$ cat config.mk
export PLATFORM = sky130hd
export DESIGN_NAME = pc_sequencer
export DESIGN_NICKNAME = d
export VERILOG_FILES = /design/src/rtl/pc_sequencer.sv
export SDC_FILE = /design/constraint.sdc
export NUM_CORES = 1
export LEC_CHECK = 0
export CAP_MARGIN = 40
export CELL_PAD_IN_SITES_DETAIL_PLACEMENT = 0
export CELL_PAD_IN_SITES_GLOBAL_PLACEMENT = 1
export CORE_MARGIN = 8
export CORE_UTILIZATION = 35
export DETAILED_ROUTE_END_ITERATION = 16
export PLACE_DENSITY = 0.8
export SETUP_SLACK_MARGIN = 0.3
export SLEW_MARGIN = 30
export SYNTH_ARGS = -nofsm -noshare
export SYNTH_HDL_FRONTEND = slang
export SYNTH_SLANG_ARGS = --single-unit
export TNS_END_PERCENT = 20
$ cat constraint.sdc
create_clock -name clk -period 2.1 [get_ports clk]
set_input_delay 0.21 -clock clk [delete_from_list [all_inputs] [get_ports clk]]
set_output_delay 0.21 -clock clk [all_outputs]
set_load 0.005 [all_outputs]
$ cat src/rtl/pc_sequencer.sv
// pc_sequencer: instruction fetch/execute sequencer.
// Walks instruction memory from address 0, presents each fetched word to the
// control unit for a single EXEC cycle, and stops on the END opcode or on a
// halt request. A halt request made during a fetch discards that fetch.
module pc_sequencer #(
    parameter int unsigned PC_WIDTH   = 8,
    parameter logic [6:0]  END_OPCODE = 7'h7F
) (
    input  logic                clk,
    input  logic                rst_n,
    input  logic                start,
    input  logic                halt_req,
    output logic                mem_req,
    output logic [PC_WIDTH-1:0] mem_addr,
    input  logic                mem_ack,
    input  logic [14:0]         mem_data,
    output logic [6:0]          opcode,
    output logic [7:0]          lit,
    output logic                instr_valid,
    output logic [PC_WIDTH-1:0] pc,
    output logic                busy,
    output logic                halted,
    output logic [15:0]         retired_cnt
);

    typedef enum logic [1:0] {
        ST_IDLE  = 2'd0,
        ST_FETCH = 2'd1,
        ST_EXEC  = 2'd2,
        ST_HALT  = 2'd3
    } state_t;

    state_t              r_state;
    state_t              w_next_state;
    logic [PC_WIDTH-1:0] r_pc;
    logic [14:0]         r_ir;
    logic                r_halt_pend;
    logic [15:0]         r_retired;

    logic                w_start_ok;
    logic                w_is_end;
    logic                w_discard;
    logic                w_load;

    // Saturating increment for the retired-instruction counter.
    function automatic logic [15:0] sat_inc16(input logic [15:0] value);
        if (value == 16'hFFFF) begin
            return 16'hFFFF;
        end else begin
            return value + 16'd1;
        end
    endfunction

    // Qualify start, END detection and the fetch outcome for this cycle.
    always_comb begin
        w_start_ok = 1'b0;
        w_is_end   = 1'b0;
        w_discard  = 1'b0;
        w_load     = 1'b0;
        w_start_ok = start && ((r_state == ST_IDLE) || (r_state == ST_HALT));
        w_is_end   = (mem_data[14:8] == END_OPCODE);
        if ((r_state == ST_FETCH) && mem_ack) begin
            // A halt seen during this fetch (earlier or now) wins over the data.
            w_discard = r_halt_pend || halt_req;
            w_load    = !w_discard && !w_is_end;
        end else begin
            w_discard = 1'b0;
            w_load    = 1'b0;
        end
    end

    // State register.
    always_ff @(posedge clk or negedge rst_n) begin
        if (!rst_n) begin
            r_state <= ST_IDLE;
        end else begin
            r_state <= w_next_state;
        end
    end

    // Next-state logic.
    always_comb begin
        w_next_state = r_state;
        case (r_state)
            ST_IDLE: begin
                if (w_start_ok) begin
                    w_next_state = ST_FETCH;
                end else begin
                    w_next_state = ST_IDLE;
                end
            end
            ST_FETCH: begin
                if (!mem_ack) begin
                    w_next_state = ST_FETCH;
                end else if (w_load) begin
                    w_next_state = ST_EXEC;
                end else begin
                    w_next_state = ST_HALT;
                end
            end
            ST_EXEC: begin
                if (halt_req) begin
                    w_next_state = ST_HALT;
                end else begin
                    w_next_state = ST_FETCH;
                end
            end
            ST_HALT: begin
                if (w_start_ok) begin
                    w_next_state = ST_FETCH;
                end else begin
                    w_next_state = ST_HALT;
                end
            end
            default: begin
                w_next_state = ST_IDLE;
            end
        endcase
    end

    // Program counter, instruction register, halt-pending flag and retire counter.
    always_ff @(posedge clk or negedge rst_n) begin
        if (!rst_n) begin
            r_pc        <= {PC_WIDTH{1'b0}};
            r_ir        <= {END_OPCODE, 8'h00};
            r_halt_pend <= 1'b0;
            r_retired   <= 16'h0000;
        end else begin
            if (w_start_ok) begin
                r_pc      <= {PC_WIDTH{1'b0}};
                r_retired <= 16'h0000;
            end else if (w_load) begin
                r_ir <= mem_data;
                r_pc <= r_pc + PC_WIDTH'(1);
            end else if (r_state == ST_EXEC) begin
                r_retired <= sat_inc16(r_retired);
            end else begin
                r_pc <= r_pc;
            end

            if (w_next_state == ST_HALT) begin
                r_halt_pend <= 1'b0;
            end else if ((r_state == ST_FETCH) && halt_req) begin
                r_halt_pend <= 1'b1;
            end else begin
                r_halt_pend <= r_halt_pend;
            end
        end
    end

    // Output decode from the state and the registered datapath.
    always_comb begin
        mem_req     = (r_state == ST_FETCH);
        instr_valid = (r_state == ST_EXEC);
        busy        = (r_state == ST_FETCH) || (r_state == ST_EXEC);
        halted      = (r_state == ST_HALT);
        mem_addr    = r_pc;
        pc          = r_pc;
        opcode      = r_ir[14:8];
        lit         = r_ir[7:0];
        retired_cnt = r_retired;
    end

endmodule
# After elaboration in Yosys (flattened, before gate mapping)
# Cells that the tools add are included.
[word_totals]
reg_bits = 42
input_bits = 20
word_cells = 45
[classes]
n_addsub = 2
n_eq_ne = 7
muxes = 15
bitwise_logic = 1
reduce_logical = 15
[op_table]
columns = ["cell", "count"]
rows = [
  ["16-bit 2-to-1 mux", 4],
  ["16-bit by 1-bit adder with 16-bit output (second input constant)", 1],
  ["16-bit == test (second input constant)", 1],
  ["8-bit 2-to-1 mux", 2],
  ["8-bit by 1-bit adder with 8-bit output (second input constant)", 1],
  ["2-bit case mux with 4 select lines", 1],
  ["7-bit == test (second input constant)", 1],
  ["2-bit == test (second input constant)", 3],
  ["2-bit 2-to-1 mux", 3],
  ["2-bit nonzero test", 3],
  ["1-bit 2-to-1 mux", 5],
  ["1-bit logical AND", 4],
  ["2-bit AND reduction", 2],
  ["1-bit logical OR", 3],
  ["2-bit by 1-bit == test with 1-bit output (second input constant)", 1],
  ["1-bit zero test", 2],
  ["2-bit zero test", 1],
  ["2-bit inequality test (second input constant)", 1],
  ["1-bit NOT", 1],
]

# Depth between registers and ports, before layout
# Gate-level depths: netlist (run 1).
[depth]
word_depth = 9
depth_mapped = 8
mapped_depth_nobuf = 6

# Worst setup path after synthesis (run 1)
# No wires, ideal clock.
[synth_timing]
path_kind = "reg-to-reg"
start = "reg r_state[1]"
end = "reg r_ir[2]"
setup_ns = 0.127
t_arrival_ns = 1.804
required_time_ns = 1.973
path_slack_ns = 0.169
stages_incl_launch_ff = 9
period_less_slack_ns = 1.931
cell_sequence = "dfrtp_1 > inv_1 > ha_1 > and4bb_2 > o21ai_2 > nand2b_1 > buf_2 > buf_6 > mux2_1"
[synth_rtl]
columns = ["element", "line_no", "text"]
rows = [
  ["start, declared", "33", "state_t r_state;"],
  ["start signal, assigned", "77", "r_state <= w_next_state;"],
  ["2-bit by 1-bit == test with 1-bit output", "--", ""],
  ["net mem_req", "13", "output logic mem_req,"],
  ["1-bit logical AND", "62", "if ((r_state == ST_FETCH) && mem_ack) begin"],
  ["1-bit 2-to-1 mux", "62", ""],
  ["2-bit AND reduction (no line)", "--", ""],
  ["end signal, assigned", "125", "r_ir <= {END_OPCODE, 8'h00};"],
  ["end signal, assigned", "133", "r_ir <= mem_data;"],
  ["end, declared", "36", "logic [14:0] r_ir;"],
]
# The timed path passes the listed nets, and every way through them passes these cells.
# A chain may end at the register's enable or synchronous reset.

# Final worst setup path (run 1)
[layout_timing]
start = "reg r_state[1]"
end = "reg r_ir[3]"
[layout_via]
elab_chain_cells = 5
[layout_lines]
columns = ["element", "line_no", "text"]
rows = [
  ["2-bit == test / 2-bit zero test (equally long branches)", "60", "w_start_ok = start && ((r_state == ST_IDLE) || (r_state == ST_HALT));"],
  ["1-bit logical OR", "60", ""],
  ["1-bit logical AND", "60", ""],
  ["1-bit NOT (no line)", "--", ""],
  ["2-bit AND reduction (no line) *", "--", ""],
]
# Every way passes the cells marked *; elsewhere a longest branch is shown, timed or not.

==> qor.yml, run 1 <==
clock_tree:
  clockBufferDepth: 2
  cts_tree: "done"
  cts-root-buf: "clkbuf_8"
  cts_made_buffers: 5
  cts_sinks: 42
  clk_latency_ps: 300
  htreeDepth: 2
  clk_pin_slew_ps: 100
power:
  p_leak_uw: 0.00132
  powerDensity_nw_per_um2: 925
  ir_drop_v: 0.000562
critical_path:
  setup.worst_path.start_class: "register"
  critical_path_class: "reg -> reg"
  reg2reg_depth: 6
  crit_family: "simple AND/OR/NAND/NOR gates"
  worstPathArrival_ps: 1930
  slowest_stage: "dfrtp_1"
  crit_chain: "inv_2, ha_4, and4bb_4, o21ai_4, nand2b_4, mux2_4"
  cp_num_buf_inv: 1
  worstPathRequired_ps: 2270
  slowest_delay_ps: 430
  crit_cells: 6
  crit_fanout: 8
  endpoint_kind: "register"
cells_and_area:
  syn2layout_area_growth_pct: 44.2
  layout-drive-gt1-share_pct: 23.8
  layout.nets: 307
  n_antenna_cell: 0
  final_cell_count_no_fill: 359
drt:
  vias: 1899
  firstDrtPassIters: 6
  drt_iter0_drc: 76
  post-route-drc-count: 0
  drtAntennaViolNets: 0
  avgViaCountPerCell: 5.29
  avgRoutedWirePerCell_um: 16.5
  finalWirelength_mm: 5.94
sta:
  whs_ps: 411
  tns_ps: 0
  setup_viol: 0
  final.min_clock_period_ps: 1760
  post-route-period-util_pct: 83.6
  max_slew_margin_pct: 73.7
  worst_slack_ps: 344
  fmax_ghz: 0.569
  rsz0062_at_grt: "true"
  tightest_slew_ps: 394
  finClkSkew_ps: 16.5
  finalHoldViolCount: 0
  report.final.slew_viol_count: 0
flow_run:
  max-cap-violations: 0
hold_path:
  min_path_type: "in -> async"
floorplanning:
  initial_utilization_pct: 35.8
  rows: 29
  pin_count: 71
  die_w_um: 96.3
  dieArea_um2: 9280
  die_h_um: 96.3
  coreArea_um2: 6310
yosys:
  synth-simple-area-share_pct: 19.1
  synth_nets: 231
  synth_compound_area_share_pct: 13.5
  ys_ff_latch: 42
  async_reset_ff_share_pct: 100
  yosys_most_used_dff: "dfrtp_1"
  synthAdderAreaFrac_pct: 3.32
  synth_edf_count: 0
  syn_avg_cell_area_um2: 11.0
  synth-xor-area-share_pct: 1.94
  syn_area_um2: 2260
  ys.warnings.count: 0
  synth_top_family_by_area: "simple AND/OR/NAND/NOR gates"
  ys_seq_area_share_pct: 46.9
  synth.area.mux_share_pct: 8.37
  synthesis.instances: 205
  synth_cell_types: 52
outcome:
  status: "complete, no violations"
global_route:
  grt_start_max_net_pins: 43
  grt_pass1_vias: 1910
  antenna_found_initial: 0
  grt_pass1_wl_mm: 9.70
  grtUsageTotal_pct: 13.4
  grt-ovfl-total: 0
place:
  gp_congestion: 0.750
  place_hpwl_mm: 4.26
  io_buffers: 70
  dp_slack_ps: 151
  dp.cells: 347
==> worst min-delay path, cell delays in order <==
cell and delay, ps:
dlygate4sd3_1 520, buf_2 120, buf_12 230
==> kinds of logic (layout without fill, tap and decap cells) <==
kind of cell / count (synthesis) / in the layout
simple gates: 72 / 73
xor+xnor: 5 / 5
mux: 17 / 17
compound gates: 40 / 40
buf+inv: 23 / 99
fa+ha+maj: 6 / 6
flops: 42 / 42
==> final cells by class <==
| class | count | area (um^2) |
|---|---|---|
| Fill cell | 582 | 3060 |
| Tap cell | 77 | 96.3 |
| Inverter | 7 | 26.3 |
| Multi-Input combinational cell | 141 | 1170 |
| Clock buffer | 5 | 68.8 |
| Timing Repair Buffer | 84 | 813 |
| Sequential cell | 42 | 1060 |
| Clock inverter | 3 | 23.8 |
==> metrics by stage <==
stage	instance area (um^2)	util (%)	power, uW
after floorplan	2290	-	1770
final	3260	51.6	3010
after detailed placement	3040	48.1	2400
after global routing	3260	51.6	3230
after CTS	3140	49.8	2970
after global placement	3040	48.1	2390
==> layout by cell type, fill, tap and decap left out, types with 3 or more instances in the layout <==
cell,count
nor2_1,16
nand4_1,7
dfrtp_1,33
nand2_1,10
and4_1,4
clkbuf_8,5
o21ai_0,4
xor2_1,5
mux2_1,9
clkdlybuf4s50_1,67
o2111ai_1,3
buf_4,12
nor3_1,9
nand3_1,3
mux2_2,5
inv_1,5
dfstp_2,7
a21oi_1,9
==> flip-flops by register name, indices dropped and copies added (netlist names) <==
signal and flops:
retired_cnt 16, r_ir 15, mem_addr 8, r_state 2, r_halt_pend 1
==> synthesized netlist by cell type, types with 3 or more instances <==
| cell | number | area share (%) |
|---|---|---|
| nor3_1 | 10 | 2.2 |
| or4_1 | 3 | 1.0 |
| xor2_1 | 5 | 1.9 |
| dfrtp_1 | 35 | 39 |
| clkbuf_8 | 3 | 1.8 |
| mux2_2 | 5 | 2.5 |
| nand3_1 | 3 | 0.66 |
| nand4_1 | 7 | 1.9 |
| mux2_1 | 10 | 5.0 |
| dfstp_2 | 7 | 8.1 |
| and4_1 | 5 | 1.9 |
| a21oi_1 | 9 | 2.0 |
| nor2_1 | 17 | 2.8 |
| ha_1 | 6 | 3.3 |
| o2111ai_1 | 3 | 1.2 |
| o21ai_0 | 5 | 1.1 |
| nand2_1 | 10 | 1.7 |
| buf_4 | 8 | 2.7 |
| inv_1 | 7 | 1.2 |
==> power breakdown <==
group	internal [uW]	leakage [uW]	switching, uW
clock network	238	0.0000408	309
logic	725	0.000738	551
registers	1050	0.000538	140
==> what timing repair did <==
action,CTS,global route
buffers inserted,0,2
hold buffers,1,0
hold endpoints to repair,35,0
pin swaps,0,2
cloned,0,1
setup endpoints to repair,21,37
gates resized for setup,4,23
==> worst paths after layout <==
check	from	endpoint	slack (ps)
max in group asynchronous	rst_n	r_ir[8]$_DFFE_PN1N_	1400
worst max-delay path	r_state[1]$_DFF_PN0_	r_ir[3]$_DFFE_PN0N_	340
min in group clk	mem_data[5]	r_ir[5]$_DFFE_PN0N_	490
worst min register to register	r_ir[5]$_DFFE_PN0N_	r_ir[5]$_DFFE_PN0N_	500
worst min-delay path	rst_n	retired_cnt[7]$_DFFE_PN0P_	410
worst max register to register	r_state[1]$_DFF_PN0_	r_ir[3]$_DFFE_PN0N_	340
==> metal layers <==
| layer | wire length [um] | part of all wire (%) | global-route usage (%) | up-vias |
|---|---|---|---|---|
| met3 | 570 | 9.6 | 6.16 | 2 |
| li1 | - | - | - | 924 |
| met5 | 0 | 0 | 0 | - |
| met2 | 2700 | 45 | 19.8 | 45 |
| met1 | 2640 | 44 | 17.0 | 928 |
| met4 | 31 | 0.52 | 4.04 | 0 |
Power figures use the tool's default switching activity.
==> run 2: changes to the inputs <==
--- a/config.mk
+++ b/config.mk
@@ -9,9 +9,9 @@
 export CELL_PAD_IN_SITES_DETAIL_PLACEMENT = 0
 export CELL_PAD_IN_SITES_GLOBAL_PLACEMENT = 1
 export CORE_MARGIN = 8
-export CORE_UTILIZATION = 35
+export CORE_UTILIZATION = 32
 export DETAILED_ROUTE_END_ITERATION = 16
-export PLACE_DENSITY = 0.8
+export PLACE_DENSITY = 0.77
 export SETUP_SLACK_MARGIN = 0.3
 export SLEW_MARGIN = 30
 export SYNTH_ARGS = -nofsm -noshare
==> constraint.sdc (replaced) <==
create_clock -name clk -period 1.59 [get_ports clk]
set_input_delay 0.159 -clock clk [delete_from_list [all_inputs] [get_ports clk]]
set_output_delay 0.159 -clock clk [all_outputs]
set_load 0.005 [all_outputs]
==> qor.yml, run 2 (synthesis results as in run 1) <==
clock_tree:
  cts_tree: "done"
  clk_latency_ps: 290  # about the same
  cts-root-buf: "clkbuf_8"
  cts_sinks: 42  # unchanged
  cts_made_buffers: 5  # unchanged
  clk_pin_slew_ps: 80  # -20 ps
  clockBufferDepth: 2  # unchanged
  htreeDepth: 2  # unchanged
sta:
  post-route-period-util_pct: 112  # +28 points
  tightest_slew_ps: 476  # +82.0 ps
  report.final.slew_viol_count: 0  # unchanged
  finalHoldViolCount: 0  # unchanged
  max_slew_margin_pct: 68.3  # -5.5 points
  fmax_ghz: 0.563  # -1.2%
  worst_slack_ps: -187  # -531 ps
  setup_viol: 40  # +40
  rsz0062_at_grt: "true"
  finClkSkew_ps: 5.09  # -11.5 ps
  final.min_clock_period_ps: 1780  # +20.7 ps
critical_path:
  timing.rr.end: "r_ir[3]$_DFFE_PN0N_"
  setup.worst_path.start_class: "register"
  endpoint_kind: "register"
  worstPathArrival_ps: 1960  # +30 ps
  ff2ff_setup_slack_ps: -190  # -530 ps
  reg2reg_depth: 6  # unchanged
  critical_path_class: "reg -> reg"
  r2r-start: "r_state[0]$_DFF_PN0_"
  worstPathRequired_ps: 1770  # -500 ps
  crit_fanout: 8  # unchanged
drt:
  drt_iter0_drc: 79  # +3.9%
  avgRoutedWirePerCell_um: 16.8  # +1.9%
  drtAntennaViolNets: 0  # unchanged
  post-route-drc-count: 0  # unchanged
  finalWirelength_mm: 7.13  # +20%
  firstDrtPassIters: 5  # -1
  vias: 2129  # +12%
  avgViaCountPerCell: 5.03  # -4.9%
place:
  io_buffers: 70  # unchanged
  place_area_um2: 3320  # +9.4%
  place_hpwl_mm: 4.75  # +12%
  gp_congestion: 0.838  # +12%
cells_and_area:
  layout_commonest_cell: "buf_4"
  n_antenna_cell: 0  # unchanged
  largest_reg_flops: 16  # unchanged
  final_cell_area_um2: 3920  # +20%
  syn2layout_area_growth_pct: 73.6
  layout-drive-gt1-share_pct: 41.6  # +18 points
  layout.nets: 352  # +15%
  mostFrequentLayoutCells: "buf_4 (41), dlymetal6s2s_1 (38), dfrtp_1 (33)"
flow_run:
  max-cap-violations: 0  # unchanged
floorplanning:
  die_w_um: 100  # +3.8%
  rows: 30  # +3.4%
  die_h_um: 100  # +3.8%
  initial_utilization_pct: 33.1  # -2.7 points
  dieArea_um2: 10000  # +7.8%
  pin_count: 71  # unchanged
  coreArea_um2: 6830  # +8.2%
power:
  powerDensity_nw_per_um2: 1130  # +22%
  ir_drop_v: 0.00100  # +79%
  total_power_uw: 4430  # +47%
  p_leak_uw: 0.00221  # +68%
outcome:
  status: "finished, violations left"
  violations: "negative setup slack"
global_route:
  antenna_found_initial: 0  # unchanged
  grt_start_max_net_pins: 25  # -42%
  grt_pass1_vias: 2285  # +20%
  grtUsageTotal_pct: 14.1  # +0.72 points
  grt-ovfl-total: 0  # unchanged
  grt_pass1_wl_mm: 11.3  # +17%
hold_path:
  min_path_type: "in -> async"
[run 2: critical path, cell delays in order (launching register included)]
cell and delay, ps:
dfrtp_1 410, buf_6 130, ha_4 150, and4bb_2 260, o21ai_4 110, nand2b_4 280, mux2_4 320
[run 2: cell type report]
class	instances	area, um^2
clock buffers	6	72.6
flip-flops and latches	42	1060
well taps	96	120
fillers	602	2910
repair buffers	127	1290
clock inverters	2	10.0
inverters	7	26.3
multi-input cells	143	1340
[run 2: per-layer routing]
metal  part of all wire, %  routed length, um  global-route usage, %  vias to the layer above
met5                     0                  0                      0                        -
met4                   1.2                 87                   5.58                        0
met3                   7.3                520                   4.50                        7
met2                    49               3500                   23.5                       70
met1                    42               3020                   16.3                     1035
li1                      -                  -                      -                     1017
[run 2: worst max path at each step]
stage                                       endpoint  slack (ps)                  from
final                            r_ir[3]$_DFFE_PN0N_        -190  r_state[0]$_DFF_PN0_
after detailed placement  retired_cnt[7]$_DFFE_PN0P_        -280          mem_data[14]
after global placement           r_ir[1]$_DFFE_PN0N_        -250          mem_data[13]
after CTS                    r_halt_pend$_DFFE_PN0P_        -130  r_state[0]$_DFF_PN0_
after global routing            r_ir[10]$_DFFE_PN1N_        -240  r_state[0]$_DFF_PN0_
after floorplan                  r_ir[2]$_DFFE_PN0N_        -220  r_state[0]$_DFF_PN0_
[run 2: timing repair]
action                                 CTS  global route
endpoints found under the hold margin   15             0
pin swaps                               17            14
buffers inserted                        10             0
hold buffers                             1             0
gates cloned                             3             0
gates resized for setup                 58            62
setup endpoints to repair               93            93
[run 2: where the power goes]
group          total, uW  internal, uW  switching (uW)
clock                680           305             375
sequential          1540          1390             151
combinational       2220          1280             934
total               4430          2970            1460
[run 2: metrics by stage]
stage          setup TNS [ps]  hold WS [ps]  utilization (%)  cells  worst slack, ps
2_1_floorplan           -4800          -137                -    205             -223
3_3_place_gp            -6380           142             48.6    401             -249
3_5_place_dp            -7070           148             48.6    401             -277
4_1_cts                 -3220           368             54.6    423             -134
5_1_grt                 -6690           419             57.4    423             -241
6_report                -3920           348             57.4    423             -187
